`src/rtl/dcache_pkg.sv`:
```
// rtl/dcache_pkg.sv - shared types and default sizes for the data cache controller
package dcache_pkg;

    localparam int DEF_NUM_SET = 8;
    localparam int DEF_ADDR_W  = 32;
    localparam int DEF_CNT_W   = 32;

    typedef enum logic [2:0] {
        IDLE,
        RD_MISS,
        FILL,
        WR_MEM,
        WR_DONE
    } state_t;

endpackage

```
`src/rtl/sat_counter.sv`:
```
// rtl/sat_counter.sv - up counter that sticks at all-ones instead of wrapping
module sat_counter #(
    parameter int W = 32
) (
    input  logic         clk,
    input  logic         rst,
    input  logic         inc,
    input  logic         clr,
    output logic [W-1:0] q
);

    always_ff @(posedge clk or posedge rst) begin
        if (rst) begin
            q <= '0;
        end else if (clr) begin
            q <= '0;
        end else if (inc && (q != {W{1'b1}})) begin
            q <= q + 1'b1;
        end
    end

endmodule

```
`src/rtl/dcache_ctrl.sv`:
```
// rtl/dcache_ctrl.sv - blocking read-miss refill and write-through store sequencer
module dcache_ctrl
    import dcache_pkg::*;
#(
    parameter int ADDR_W = DEF_ADDR_W,
    parameter int CNT_W  = DEF_CNT_W
) (
    input  logic              clk,
    input  logic              rst,
    input  logic              cpu_rd_i,
    input  logic              cpu_wr_i,
    input  logic [ADDR_W-1:0] cpu_addr_i,
    input  logic [ADDR_W-1:0] cpu_wdata_i,
    output logic [ADDR_W-1:0] cpu_rdata_o,
    output logic              stall_o,
    input  logic              cache_hit_i,
    input  logic [ADDR_W-1:0] cache_rdata_i,
    output logic              fill_we_o,
    output logic [ADDR_W-1:0] fill_addr_o,
    output logic [ADDR_W-1:0] fill_data_o,
    output logic              mem_req_o,
    output logic              mem_we_o,
    output logic [ADDR_W-1:0] mem_addr_o,
    output logic [ADDR_W-1:0] mem_wdata_o,
    input  logic [ADDR_W-1:0] mem_rdata_i,
    input  logic              mem_ack_i,
    output logic [CNT_W-1:0]  hit_cnt_o,
    output logic [CNT_W-1:0]  miss_cnt_o
);

    state_t            state, state_nxt;
    logic [ADDR_W-1:0] addr_q;
    logic [ADDR_W-1:0] wdata_q;
    logic [ADDR_W-1:0] rdata_q;
    logic              wr_hit_q;
    logic              hit_inc;
    logic              miss_inc;
    logic [ADDR_W-1:0] word_addr;

    assign word_addr = {addr_q[ADDR_W-1:2], 2'b00};

    always_ff @(posedge clk or posedge rst) begin
        if (rst) begin
            state <= IDLE;
        end else begin
            state <= state_nxt;
        end
    end

    // Only the IDLE cycle looks at cpu_*; later states work from these copies.
    always_ff @(posedge clk or posedge rst) begin
        if (rst) begin
            addr_q   <= '0;
            wdata_q  <= '0;
            rdata_q  <= '0;
            wr_hit_q <= 1'b0;
        end else begin
            case (state)
                IDLE: begin
                    if (cpu_wr_i) begin
                        addr_q   <= cpu_addr_i;
                        wdata_q  <= cpu_wdata_i;
                        wr_hit_q <= cache_hit_i;
                    end else if (cpu_rd_i && !cache_hit_i) begin
                        addr_q <= cpu_addr_i;
                    end
                end
                RD_MISS: begin
                    if (mem_ack_i) begin
                        rdata_q <= mem_rdata_i;
                    end
                end
                default: ;
            endcase
        end
    end

    // Outputs are gated by rst so the IDLE decode cannot raise stall while held in reset.
    always_comb begin
        state_nxt   = state;
        stall_o     = 1'b0;
        cpu_rdata_o = '0;
        fill_we_o   = 1'b0;
        fill_addr_o = '0;
        fill_data_o = '0;
        mem_req_o   = 1'b0;
        mem_we_o    = 1'b0;
        mem_addr_o  = '0;
        mem_wdata_o = '0;
        hit_inc     = 1'b0;
        miss_inc    = 1'b0;
        if (!rst) begin
            case (state)
                IDLE: begin
                    if (cpu_wr_i) begin
                        stall_o   = 1'b1;
                        state_nxt = WR_MEM;
                    end else if (cpu_rd_i) begin
                        if (cache_hit_i) begin
                            cpu_rdata_o = cache_rdata_i;
                            hit_inc     = 1'b1;
                        end else begin
                            stall_o   = 1'b1;
                            miss_inc  = 1'b1;
                            state_nxt = RD_MISS;
                        end
                    end
                end
                RD_MISS: begin
                    mem_req_o  = 1'b1;
                    mem_addr_o = word_addr;
                    stall_o    = 1'b1;
                    if (mem_ack_i) begin
                        state_nxt = FILL;
                    end
                end
                FILL: begin
                    fill_we_o   = 1'b1;
                    fill_addr_o = addr_q;
                    fill_data_o = rdata_q;
                    cpu_rdata_o = rdata_q;
                    state_nxt   = IDLE;
                end
                WR_MEM: begin
                    mem_req_o   = 1'b1;
                    mem_we_o    = 1'b1;
                    mem_addr_o  = word_addr;
                    mem_wdata_o = wdata_q;
                    stall_o     = 1'b1;
                    if (mem_ack_i) begin
                        state_nxt = WR_DONE;
                    end
                end
                WR_DONE: begin
                    // No-write-allocate: only refresh the line if the store hit.
                    fill_we_o   = wr_hit_q;
                    fill_addr_o = addr_q;
                    fill_data_o = wdata_q;
                    state_nxt   = IDLE;
                end
                default: begin
                    state_nxt = IDLE;
                end
            endcase
        end
    end

    sat_counter #(.W(CNT_W)) u_hit_cnt (
        .clk (clk),
        .rst (rst),
        .inc (hit_inc),
        .clr (1'b0),
        .q   (hit_cnt_o)
    );

    sat_counter #(.W(CNT_W)) u_miss_cnt (
        .clk (clk),
        .rst (rst),
        .inc (miss_inc),
        .clr (1'b0),
        .q   (miss_cnt_o)
    );

endmodule

```
`config.mk`:
```
export PLATFORM = sky130hd
export DESIGN_NAME = dcache_ctrl
export DESIGN_NICKNAME = d
export VERILOG_FILES = /design/src/rtl/dcache_pkg.sv /design/src/rtl/sat_counter.sv /design/src/rtl/dcache_ctrl.sv
export SDC_FILE = /design/constraint.sdc
export NUM_CORES = 1
export LEC_CHECK = 0
export ABC_AREA = 0
export CAP_MARGIN = 10
export CORE_UTILIZATION = 45
export CTS_CLUSTER_SIZE = 10
export DETAILED_ROUTE_END_ITERATION = 7
export GPL_TIMING_DRIVEN = 0
export PLACE_DENSITY = 0.82
export SLEW_MARGIN = 10
export SYNTH_ARGS = -nofsm -noshare
export SYNTH_HDL_FRONTEND = slang
export SYNTH_HIERARCHICAL = 1
export SYNTH_SLANG_ARGS = --single-unit
export TNS_END_PERCENT = 30
```
`constraint.sdc`:
```
create_clock -name clk -period 11.2 [get_ports clk]
set_clock_uncertainty 0.05 [all_clocks]
set_input_delay 2.8 -clock clk [delete_from_list [all_inputs] [get_ports clk]]
set_output_delay 2.8 -clock clk [all_outputs]
set_load 0.05 [all_outputs]
```
After elaboration in Yosys (flattened, before gate mapping) --
Cells that the tools add are included.
Operators by class: mux-type cells 40, add/subtract/negate cells 2, equal/unequal tests 10, bitwise gates (word level) 1, reductions and logical operators 12
Operators with widths (count):
- $mux W32 | 13
- $pmux W32 S2 | 2
- $add A32 B1 Y32 const B | 2
- $ne A32 B32 Y1 const B | 2
- $mux W1 | 17
- $mux W3 | 5
- $pmux W3 S3 | 1
- $eq A3 B2 Y1 const B | 2
- $ne A3 B3 Y1 const B | 2
- $reduce_and A2 Y1 | 3
- $reduce_and A5 Y1 | 1
- $ne A2 B2 Y1 const B | 2
- $pmux W1 S2 | 2
- $reduce_or A2 Y1 | 2
- $eq A3 B1 Y1 const B | 1
- $eq A3 B3 Y1 const B | 1
- $logic_and A1 B1 Y1 | 3
- $logic_not A3 Y1 | 1
- $reduce_bool A2 Y1 | 1
- $logic_not A1 Y1 | 1
- $not A1 Y1 | 1
Word-level totals: register bits 164, bits of input ports 134, word-level logic and storage cells 72, output and inout port bits 228

Longest topological paths before layout --
depth in word-level cells 6, mapped depth 11, gate-level depth less buffers 8

Modules after synthesis --
Netlist, hierarchy kept.
Modules (own cells, without submodules):
- dcache_ctrl | area an instance 5460.2 um^2, sequential area each 2502.4 um^2, times used 1, cells an instance 540
- sat_counter (u_hit_cnt) | area an instance 1826.8 um^2, sequential area each 800.8 um^2, times used 1, cells an instance 195
- sat_counter (u_miss_cnt) | area an instance 1798.0 um^2, sequential area each 800.8 um^2, times used 1, cells an instance 193

Least setup slack after synthesis --
No wires, ideal clock.
kind input to output, from input rst, to output stall_o, path slack 3835 ps, cell stages on the path 4, data required time 8350 ps, path buffers 2, data arrival time 4515 ps, cell sequence buf_2 -> nor2_2 -> clkbuf_1 -> a21boi_0
Between the ends: longest elaborated chain between the ends 1
RTL lines:
- from (decl) | line dcache_ctrl.sv:9 | input logic rst,
- $mux W1 | line dcache_ctrl.sv:92 | if (!rst) begin
- to (decl) | line dcache_ctrl.sv:15 | output logic stall_o,
No other way between the ends.

Final worst setup path --
from input rst, to output mem_wdata_o[20]
Between the ends: longest elaborated chain between the ends 1
RTL lines:
- $mux W32 | line dcache_ctrl.sv:92
- to (decl) | line dcache_ctrl.sv:24 | output logic [ADDR_W-1:0] mem_wdata_o,
No other way between the ends.

==> impl_metrics.ini <==
[global_routing]
antenna_found_initial = 3
grt_max_degree = 73
grt_util_all_layers = 0.305
grt_pass1_wl_um = 47400
grt_pass1_vias = 8478
grt.overflow.total = 0

[timing]
fin_crit_sh = 0.764
rsz0062_at_grt = false
period_needed_ns = 8.55
max_clock_freq_mhz = 117
hold_viol = 0
worst-slew-pin-transition_ns = 0.821
maxSlewViolCount = 0
setup-tns-final_ns = 0
setup_viol = 0
relSlewSlack = 0.452

[clocking]
clockBufferDepth = 2
cts-resized-gates = 0
cts_setup_buffers = 0
cts_buffers = 17
cts_max_level = 4
cts_hold_buf = 0
clk_pin_slew_ns = 0.05
clock_sinks = 164
cts-root-buf = clkbuf_16
cts_tree = done
clock_latency_ns = 0.43

[layout]
drive_gt1_frac = 0.101
n_fill_cell = 1612
multiInputGateArea_mm2 = 0.00459
area_growth_pct = 50.3
finish.utilization = 0.695
nNetsFinal = 1452
regArea_mm2 = 0.00410

[pwr]
vdd_drop_max_v = 0.000117
p_per_area_mw_per_mm2 = 192
p_leak_nw = 5.21

[floorplan]
rows = 51
ioPinCount = 362
die_w_um = 144
start_util = 0.462
core_area_mm2 = 0.0197
die-area_mm2 = 0.0208
die_height_um = 144

[placement]
post-dp-hpwl_um = 24000
port_buffers = 358
gp_congestion = 0.919

[outcome]
outcome = complete, no violations

[critical_path]
cp_slowest_cell = clkdlybuf4s50_1
path_max_fanout = 10
worstRegToRegCells = 10
cp_num_cells = 8
required_ns = 8.35
path_delay_family = buffers and inverters
start_kind = primary input
cp-end-kind = primary output
path_cells = clkdlybuf4s50_1 -> buf_2 -> nor2_2 -> and3_1 -> clkbuf_1 -> clkbuf_1 -> and2_1 -> clkdlybuf4s50_1
timing.rr.start = state[1]
crit_arrival_ns = 5.70
slowest_delay_ns = 0.82
cp.buffers_inverters = 5
critPathKind = in -> out
reg2reg_slack_ns = 8.04
regToRegEndpoint = u_hit_cnt/q[16]

[synthesis]
synth_area_per_cell_um2 = 9.79
synth_seq_cells = 164
ys_async_sr_fraction = 1.00
yosys_warnings = 6
yosysUniqueCellTypes = 53
ys_top_cells_by_area = dfrtp_1 (45%), mux2_2 (6.2%), mux2_1 (6.1%), a21oi_1 (5.8%), and2_1 (4.6%)
yosysSeqAreaShare = 0.452
synth_edf_count = 0
synth_largest_area_cell = dfrtp_1
synthCells = 928
yosys_most_used_dff = dfrtp_1
synth_top_area_frac = 0.452
synthesis.area_mm2 = 0.00908

[detailed_routing]
wl_um = 32100
dr.pass1.iters = 4
drc_errors = 0
drtAntennaViolNets = 0
via_per_inst = 5.59
first_iter_violations = 408
wl_per_cell_um = 20.1
vias = 8913

[hold_path]
min_from = rdata_q[25]
hold_path.class = reg -> reg
hold_depth = 1
min_to = rdata_q[25]

[flow_run]
maxCapViolCount = 0
==> sequential cells by signal (all words and copies together) (netlist names) <==
signal,cells
addr_q,32
rdata_q,32
u_hit_cnt/q,32
u_miss_cnt/q,32
wdata_q,32
state,3
wr_hit_q,1
==> final cells by class <==
type | count | share of cell area
Sequential cell | 164 | 0.301
Antenna cell | 5 | 0.000917
Inverter | 13 | 0.00394
Tap cell | 265 | 0.0243
Clock buffer | 22 | 0.0340
Clock inverter | 5 | 0.00412
Multi-Input combinational cell | 687 | 0.336
Buffer | 72 | 0.0274
Timing Repair Buffer | 361 | 0.269
==> per-stage QoR <==
stage	total power [W]	instances	hold slack, ns	cell area, um2	worst slack, ns
after floorplan	0.00166	936	0.406	9110	3.83
after global placement	0.00204	1559	0.416	13000	2.77
after detailed placement	0.00207	1562	0.426	13100	2.71
after CTS	0.00262	1589	0.438	13600	2.70
after global routing	0.00274	1591	0.461	13600	2.51
final	0.00262	1594	0.431	13700	2.65
==> worst max-delay path by stage <==
stage / from / end / slack, ns
final: rst / mem_wdata_o[20] / 2.65
after global routing: rst / mem_wdata_o[20] / 2.51
after CTS: rst / mem_wdata_o[21] / 2.70
after detailed placement: rst / mem_wdata_o[21] / 2.71
after global placement: rst / mem_wdata_o[20] / 2.77
after floorplan: rst / stall_o / 3.83
==> cells by family after synthesis <==
family,count (synthesis),synth area share
fa+ha+maj,2,0.00275
other cells,1,0.000413
xor+xnor,21,0.0202
mux,102,0.126
buf+inv,85,0.0465
flops,164,0.452
simple gates,388,0.248
compound gates,165,0.104
==> worst register-to-register path: stages (launching register included) <==
cell,delay [ns]
dfrtp_1,0.37
buf_2,0.20
nor3_4,0.40
clkbuf_1,0.50
nand3_1,0.17
nor2_1,0.14
inv_1,0.09
nor3_1,0.61
o2111ai_1,0.26
xor2_1,0.21
nor2_1,0.05
==> synthesized netlist by cell type, types with 5 or more instances <==
master and instances:
dfrtp_1 164, o21ai_0 12, or4_1 22, inv_1 12, nor4_1 6, clkbuf_1 34, nand2_1 90, mux2_2 50
o31ai_1 21, and2_1 67, mux2_1 49, xnor2_1 11, buf_2 20, nor2b_1 5, buf_6 6, xor2_1 10
buf_4 9, a21oi_1 105, nand4_1 47, o21ai_1 11, nor2_1 36, or3_1 24, nor3_1 9, nand3_1 23
and3_1 36
==> power breakdown <==
part,internal (W),switching (W),total (W),leakage [nW]
Sequential,0.000780,0.000119,0.000899,2.07
Combinational,0.000457,0.000715,0.00117,2.88
Clock,0.000311,0.000234,0.000545,0.254
Total,0.00155,0.00107,0.00262,5.21
==> metal layers <==
layer,track usage,routed length [um],share of wire
met5,0,15,0.00047
met3,0.102,3100,0.096
met4,0.138,1170,0.036
met1,0.348,11800,0.37
met2,0.517,16000,0.50
==> placed cells by master, fill, tap and decap left out, drive strengths merged, types with 24 or more instances in the layout <==
master	n
nor2	37
o21ai	24
buf	41
clkdlybuf4s50	358
nand4	51
nand2	90
nand3	24
clkbuf	56
mux2	99
and2	67
or3	24
and3	36
dfrtp	164
a21oi	105
No activity file was read; power rests on OpenSTA's default activity.
